[src/rtl/core_exec_ctrl.sv]
// Execution controller for the RV32I core: reset sequencing, run/step/halt gating and M-stage store tracking.
// Optional watchdog enabled with `define CORE_CTRL_WDT_EN.
module core_exec_ctrl #(
  parameter int unsigned RST_HOLD    = 16,
  parameter int unsigned STEP_CYCLES = 1,
  parameter logic [31:0] DONE_ADDR   = 32'h0000_0064,
  parameter int unsigned WDT_CYCLES  = 1048576
) (
  input  logic        clk,
  input  logic        rst,
  input  logic        run_req,
  input  logic        step_req,
  input  logic        halt_req,
  input  logic        mem_write_m,
  input  logic [31:0] alu_result_m,
  input  logic [31:0] write_data_m,
  output logic        core_rst,
  output logic        core_en,
  output logic [2:0]  state,
  output logic [15:0] store_cnt,
  output logic [31:0] last_addr,
  output logic [31:0] last_data,
  output logic        done
);

  typedef enum logic [2:0] {
    S_RESET_HOLD = 3'd0,
    S_HALTED     = 3'd1,
    S_RUN        = 3'd2,
    S_STEP       = 3'd3,
    S_DONE       = 3'd4,
    S_TIMEOUT    = 3'd5
  } state_e;

  localparam logic [7:0] HOLD_LAST = 8'(RST_HOLD - 1);
  localparam logic [7:0] STEP_LOAD = 8'(STEP_CYCLES);

  state_e      state_q, state_d;
  logic [7:0]  hold_cnt_q, hold_cnt_d;
  logic [7:0]  step_cnt_q, step_cnt_d;
  logic [15:0] store_cnt_q, store_cnt_d;
  logic [31:0] last_addr_q, last_addr_d;
  logic [31:0] last_data_q, last_data_d;
  logic        run_prev_q, step_prev_q, halt_prev_q;
  logic        core_rst_q, core_en_q, done_q;
  logic        run_edge, step_edge, halt_edge;
  logic        qual_store, done_store;

  assign run_edge   = run_req & ~run_prev_q;
  assign step_edge  = step_req & ~step_prev_q;
  assign halt_edge  = halt_req & ~halt_prev_q;
  assign qual_store = mem_write_m & core_en_q;
  assign done_store = qual_store && (alu_result_m == DONE_ADDR);

`ifdef CORE_CTRL_WDT_EN
  localparam logic [31:0] WDT_LIMIT = 32'(WDT_CYCLES);
  logic [31:0] wdt_q, wdt_d;

  // Counts only while running; leaving RUN or any store restarts it.
  assign wdt_d = (state_q == S_RUN && !qual_store) ? wdt_q + 32'd1 : 32'd0;

  always_ff @(posedge clk) begin
    if (rst) wdt_q <= 32'd0;
    else     wdt_q <= wdt_d;
  end
`endif

  always_comb begin
    state_d    = state_q;
    hold_cnt_d = hold_cnt_q;
    step_cnt_d = step_cnt_q;
    case (state_q)
      S_RESET_HOLD: begin
        if (hold_cnt_q == HOLD_LAST) state_d = S_HALTED;
        else hold_cnt_d = hold_cnt_q + 8'd1;
      end
      S_HALTED: begin
        if (!halt_edge) begin
          if (step_edge) begin
            state_d    = S_STEP;
            step_cnt_d = STEP_LOAD;
          end else if (run_edge) begin
            state_d = S_RUN;
          end
        end
      end
      S_RUN: begin
        if (halt_edge) state_d = S_HALTED;
        else if (done_store) state_d = S_DONE;
`ifdef CORE_CTRL_WDT_EN
        else if (wdt_q >= WDT_LIMIT) state_d = S_TIMEOUT;
`endif
      end
      S_STEP: begin
        if (halt_edge) state_d = S_HALTED;
        else if (done_store) state_d = S_DONE;
        else if (step_cnt_q == 8'd1) state_d = S_HALTED;
        else step_cnt_d = step_cnt_q - 8'd1;
      end
      default: state_d = state_q;
    endcase
  end

  always_comb begin
    store_cnt_d = store_cnt_q;
    last_addr_d = last_addr_q;
    last_data_d = last_data_q;
    if (qual_store) begin
      last_addr_d = alu_result_m;
      last_data_d = write_data_m;
      if (store_cnt_q != 16'hFFFF) store_cnt_d = store_cnt_q + 16'd1;
    end
  end

  // Outputs are registered from the next state so they line up with state_q.
  always_ff @(posedge clk) begin
    if (rst) begin
      state_q     <= S_RESET_HOLD;
      hold_cnt_q  <= 8'd0;
      step_cnt_q  <= 8'd0;
      store_cnt_q <= 16'd0;
      last_addr_q <= 32'd0;
      last_data_q <= 32'd0;
      run_prev_q  <= 1'b1;
      step_prev_q <= 1'b1;
      halt_prev_q <= 1'b1;
      core_rst_q  <= 1'b1;
      core_en_q   <= 1'b0;
      done_q      <= 1'b0;
    end else begin
      state_q     <= state_d;
      hold_cnt_q  <= hold_cnt_d;
      step_cnt_q  <= step_cnt_d;
      store_cnt_q <= store_cnt_d;
      last_addr_q <= last_addr_d;
      last_data_q <= last_data_d;
      run_prev_q  <= run_req;
      step_prev_q <= step_req;
      halt_prev_q <= halt_req;
      core_rst_q  <= (state_d == S_RESET_HOLD);
      core_en_q   <= (state_d == S_RUN) || (state_d == S_STEP);
      done_q      <= (state_d == S_DONE);
    end
  end

  assign state     = state_q;
  assign core_rst  = core_rst_q;
  assign core_en   = core_en_q;
  assign done      = done_q;
  assign store_cnt = store_cnt_q;
  assign last_addr = last_addr_q;
  assign last_data = last_data_q;

endmodule

[config.mk]
export PLATFORM = sky130hd
export DESIGN_NAME = core_exec_ctrl
export DESIGN_NICKNAME = d
export VERILOG_FILES = /design/src/rtl/core_exec_ctrl.sv
export SDC_FILE = /design/constraint.sdc
export NUM_CORES = 1
export LEC_CHECK = 0
export CORE_MARGIN = 5
export CORE_UTILIZATION = 48
export CTS_CLUSTER_DIAMETER = 60
export DETAILED_ROUTE_END_ITERATION = 10
export PLACE_DENSITY = 0.87
export SYNTH_ARGS = -nofsm -noshare
export SYNTH_HDL_FRONTEND = slang
export SYNTH_SLANG_ARGS = --single-unit
[constraint.sdc]
create_clock -name clk -period 5.9 [get_ports clk]
set_clock_uncertainty 0.15 [all_clocks]
set_input_delay 0.885 -clock clk [delete_from_list [all_inputs] [get_ports clk]]
set_output_delay 0.885 -clock clk [all_outputs]
set_load 0.05 [all_outputs]
# Word-level counts from Yosys, hierarchy flattened
# Index checks and enable logic that the tools add are counted.
# Widths: inputs -> output; s select.
[classes] n_addsub=3 eq_ne=15 reduce_logical=8 bitwise=8 mux=16
[op_table] cell="$mux 8" n=5
[op_table] cell="$eq 32x7->1 const B" n=1
[op_table] cell="$mux 3" n=9
[op_table] cell="$add 16x1->16 const B" n=1
[op_table] cell="$ne 16x16->1 const B" n=1
[op_table] cell="$pmux 8 s2" n=1
[op_table] cell="$eq 3x2->1 const B" n=4
[op_table] cell="$pmux 3 s4" n=1
[op_table] cell="$ne 2x2->1 const B" n=5
[op_table] cell="$add 8x1->8 const B" n=1
[op_table] cell="$eq 8x1->1 const B" n=1
[op_table] cell="$eq 8x4->1 const B" n=1
[op_table] cell="$sub 8x1->8 const B" n=1
[op_table] cell="$logic_not 3->1" n=2
[op_table] cell="$reduce_and 6->1" n=1
[op_table] cell="$and 1x1->1" n=4
[op_table] cell="$not 1->1" n=4
[op_table] cell="$reduce_and 2->1" n=2
[op_table] cell="$eq 3x1->1 const B" n=1
[op_table] cell="$eq 3x3->1 const B" n=1
[op_table] cell="$reduce_bool 2->1" n=1
[op_table] cell="$logic_and 1x1->1" n=1
[op_table] cell="$logic_or 1x1->1" n=1
[word_totals] reg_bits=105

# Depth between registers and ports, before layout
[logic_depth] ltp_word=8 mapped_depth=7 depth_no_buf=6

# Worst setup path before layout
# Ideal clock, no wire load.
[synth_path] path_type="input -> register" from="input port alu_result_m[16]" to="register done_q (netlist: done)" t_arrival_ps=2281 stages=5 path_slack_ps=3391 setup_time_ps=78 path_buffers=0 required_ps=5672 path_cell_list="nor4_1 > nand4_1 > or4_4 > mux2_2 > nor3_1"
[synth_between] elab_chain_len=6 word_cells_on_any_way=8 classes_between="eq/ne: 2; mux: 5; reduce/logical: 1"
[synth_lines] element="start, declared" line_no="15" rtl="input logic [31:0] alu_result_m,"
[synth_lines] element="$eq 32x7->1 *" line_no="53" rtl="assign done_store = qual_store && (alu_result_m == DONE_ADDR);"
[synth_lines] element="$logic_and 1x1->1 *" line_no="53"
[synth_lines] element="$mux 3, on equally long branches" line_no="96, 89"
[synth_lines] element="$mux 3, on equally long branches" line_no="95, 88"
[synth_lines] element="$pmux 3 s4 *" line_no="72" rtl="case (state_q)"
[synth_lines] element="$eq 3x3->1 *" line_no="142" rtl="done_q <= (state_d == S_DONE);"
[synth_lines] element="end signal, assigned" line_no="142"
[synth_lines] element="end, declared" line_no="45" rtl="logic core_rst_q, core_en_q, done_q;"
# Mark *: on every way between the ends. The rest lies on a longest branch, timed or not.
# A chain may end at the register's enable or synchronous reset.

# Worst setup path after layout
[layout_path] from="input port alu_result_m[16]" to="register step_cnt_q[7]"
[layout_between] elab_chain_len=4
[layout_lines] element="$eq 32x7->1" line_no="53"
[layout_lines] element="$logic_and 1x1->1" line_no="53"
[layout_lines] element="$ne 2x2->1 (no line)"
[layout_lines] element="$reduce_and 6->1 (no line)"
[layout_lines] element="end signal, assigned" line_no="133" rtl="step_cnt_q <= step_cnt_d;"
[layout_lines] element="end, declared" line_no="40" rtl="logic [7:0] step_cnt_q, step_cnt_d;"
# No other way between the ends.

==> flow_metrics.tcl <==
set metrics [dict create \
    synthesis.area_sq_um 4220 \
    num_rows 34 \
    wl_per_cell_um 15.2 \
    final_cell_area_sq_um 5970 \
    syn_to_final_growth_pct 41.4 \
    pwr-share-seq_pct 59.1 \
    post-route-period-util_pct 51.5 \
    fmax_mhz 329 \
    path_delay_family "compound AO/OA/AOI/OAI gates" \
    cts_root_buffer "clkbuf_8" \
    cp_cell_sequence "clkdlybuf4s50_1 -> nor4_1 -> nand4_1 -> o32ai_2 -> o21ai_0 -> a21oi_1" \
    status "completed" \
    p_int_mw 0.928 \
    power_density_nw_per_um2 202 \
    grt-ovfl-total 0 \
    avgSynthCellArea_sq_um 8.17 \
    ios 156 \
    critical-path-max-stage-delay_ps 790 \
    synth_top_area_share_pct 49.8 \
    die_y_um 104 \
    cp-end-kind "register" \
    die_area_sq_um 10800 \
    critPathSlowestCell "o32ai_2" \
    synth_nets 591 \
    cts_tree "yes" \
    vias_per_cell 5.30 \
    cts.reportedPaths.clkPinSlew_ps 90 \
    numCtsBuffers 9 \
    fillers 700 \
    clk_latency_ps 360 \
    holdCritPathClass "reg2reg" \
    critPathLaunchType "input port" \
    ys_ff_latch 105 \
    cp.arrival_ps 3170 \
    final_layout_size_suffix_gt1_share_pct 5.61 \
    rsz0062_at_grt "false" \
    drc 0 \
    synth-edff-count 0 \
    p_switching_mw 0.278 \
    worstMarginPinSlew_ps 822 \
    vdd_drop_max_v 0.000136 \
    cts_setup_buffers 0 \
    critPathBufInv 1 \
    pwr-share-clk_pct 35.0 \
    max_slew_margin_pct 45.2 \
    cts.sinks 105 \
    synthFlopType "dfxtp_1" \
    cts_hold_buf 0 \
    track_usage_pct 20.8 \
    synth_area_leader_cell "dfxtp_1" \
    crit_type "in2reg" \
    hp-start "last_addr[9]$_SDFFE_PP0P_" \
    utilization_pct 69.2 \
    n_antenna_cell 0 \
    grt_pass1_vias 3877 \
    syn_inst 517 \
    synth_cell_type_count 46 \
    gp_congestion 0.862 \
    htree_levels 3 \
    dp_hpwl_um 8560 \
    drt.antenna.violating_nets 0 \
    cap_violations 0 \
    die_w_um 104 \
    nets 728 \
    fin_crit_ps 3040 \
    cts.repair.resized 0 \
    initial_core_util_pct 48.9 \
    antenna_found_initial 0 \
    port_buffers 155 \
    p_sw_share_pct 23.0 \
    synth_area_leaders "dfxtp_1 50%, nand2_1 12%, a21oi_1 10%" \
    critPathLaunch "alu_result_m[16]" \
    cp.required_ps 6030 \
    yosys_warnings 0 \
    grt_pass1_wl_um 18900 \
    finalHoldViolCount 0 \
    vias 4065 \
    slew_viol_final 0 \
    ys_seq_area_share_pct 49.8 \
    combPwrFrac_pct 5.8 \
    wl_um 11600 \
    drtPass1Iterations 4 \
    crit_fanout 16 \
    fin_tns_setup_ps 0 \
    r2r_start "core_en$_SDFF_PP0_" \
    placed_cell_area_sq_um 5790 \
    synthArstFlopShare_pct 0 \
    cts.path.max_buffers 2 \
    p_leak_nw 1.93 \
    drtIter0Drc 149 \
    setup_viol 0 \
    grt_max_degree 66 \
    core_area_sq_um 8640 \
]
-- synthesized netlist by cell type (2+ instances only) --
| master | n |
|---|---|
| nor4_1 | 10 |
| inv_1 | 5 |
| ha_1 | 4 |
| and4_1 | 2 |
| buf_6 | 2 |
| or2_2 | 5 |
| o211ai_1 | 3 |
| dfxtp_1 | 105 |
| mux2i_1 | 2 |
| nor3_1 | 10 |
| nand3_1 | 8 |
| or4_4 | 2 |
| o31ai_1 | 2 |
| nand2b_1 | 5 |
| buf_1 | 4 |
| and3_2 | 3 |
| nand4_1 | 5 |
| xor2_1 | 6 |
| o21a_1 | 2 |
| o21ai_1 | 2 |
| or4_1 | 4 |
| nand3b_1 | 2 |
| a21oi_1 | 84 |
| nor2b_1 | 2 |
| nand2_1 | 140 |
| a211oi_1 | 4 |
| a311oi_1 | 3 |
| xnor2_1 | 8 |
| nor2_1 | 22 |
| o21ai_0 | 11 |
| clkbuf_1 | 24 |
| or3_1 | 12 |
-- cells in the final DEF, fill, tap and decap left out, drive strengths merged, types with 2 or more instances in the layout --
cell type        n
xnor2            8
o21a             2
nand2          140
nor4            10
o21ai           13
nand2b           5
a311oi           3
and3             4
nand3b           2
buf              4
clkinv           2
nor2            22
or3             12
inv              8
o211ai           3
dfxtp          105
nand3            9
nand4            5
nor3            10
mux2i            2
or4              7
o31ai            2
xor2             6
a211oi           4
and4             2
clkdlybuf4s50  154
ha               4
or2              5
nor2b            2
a21oi           84
clkbuf          10
-- path summary, 6_finish.rpt --
| kind | endpoint | cells past startpoint | slack, ps |
|---|---|---|---|
| worst min-delay path | last_addr[9]$_SDFFE_PP0P_ | 2 | 310 |
| worst max-delay path | step_cnt_q[7]$_SDFFE_PP0P_ | 6 | 2860 |
| worst max register to register | step_cnt_q[7]$_SDFFE_PP0P_ | 5 | 3590 |
| worst min register to register | last_addr[9]$_SDFFE_PP0P_ | 2 | 310 |
-- state kept, by name, indices dropped and copies added, names as in the netlist --
signal,count
hold_cnt_q,8
state,3
halt_prev_q,1
last_addr,32
run_prev_q,1
step_prev_q,1
step_cnt_q,8
last_data,32
done,1
core_en,1
core_rst,1
store_cnt,16
-- area by class of cell --
cell class	count	area (sq um)	share of cell area [%]
Tap cell	108	135	2.26
Sequential cell	105	2100	35.2
Inverter	5	18.8	0.314
Clock inverter	6	50.0	0.838
Multi-Input combinational cell	375	1960	32.8
Timing Repair Buffer	158	1570	26.3
Clock buffer	10	138	2.30
-- metrics by stage --
step	power [mW]	hold slack, ps	instances	setup slack, ps
final	1.21	306	767	2860
after global routing	1.25	326	767	2680
after CTS	1.22	311	767	2880
after detailed placement	0.799	296	751	2500
after global placement	0.798	292	751	2670
after floorplan	0.747	305	517	3390
-- power groups by stage --
stage                     sequential [mW]  clock, mW  combinational, mW
after floorplan                     0.729          0             0.0181
after global placement              0.729          0             0.0685
after detailed placement            0.729          0             0.0700
after CTS                           0.713      0.434             0.0706
after global routing                0.714      0.466             0.0754
final                               0.713      0.422             0.0705
-- worst min-delay path: cells and delay by family (launching register included) --
family,cells,cell delay [ps]
simple gates,1,50
compound gates,1,50
flops,1,320
-- layer usage --
layer	global-route usage [%]	wire length [um]	part of all wire, %	up-vias
met1	25.3	5030	43	1882
met5	0	0	0	-
li1	-	-	-	2039
met4	8.23	246	2.1	0
met3	4.29	563	4.8	18
met2	36.0	5790	50	126
-- kinds of logic (layout without fill, tap and decap cells) --
| kind of cell | Yosys count | after routing | synth area share, % |
|---|---|---|---|
| flops | 105 | 105 | 49.8 |
| compound gates | 114 | 114 | 14.9 |
| xor+xnor | 14 | 14 | 2.90 |
| fa+ha+maj | 4 | 4 | 1.18 |
| simple gates | 240 | 240 | 26.6 |
| buf+inv | 37 | 179 | 3.88 |
| mux | 3 | 3 | 0.741 |
(Power assumes the default switching activity.)
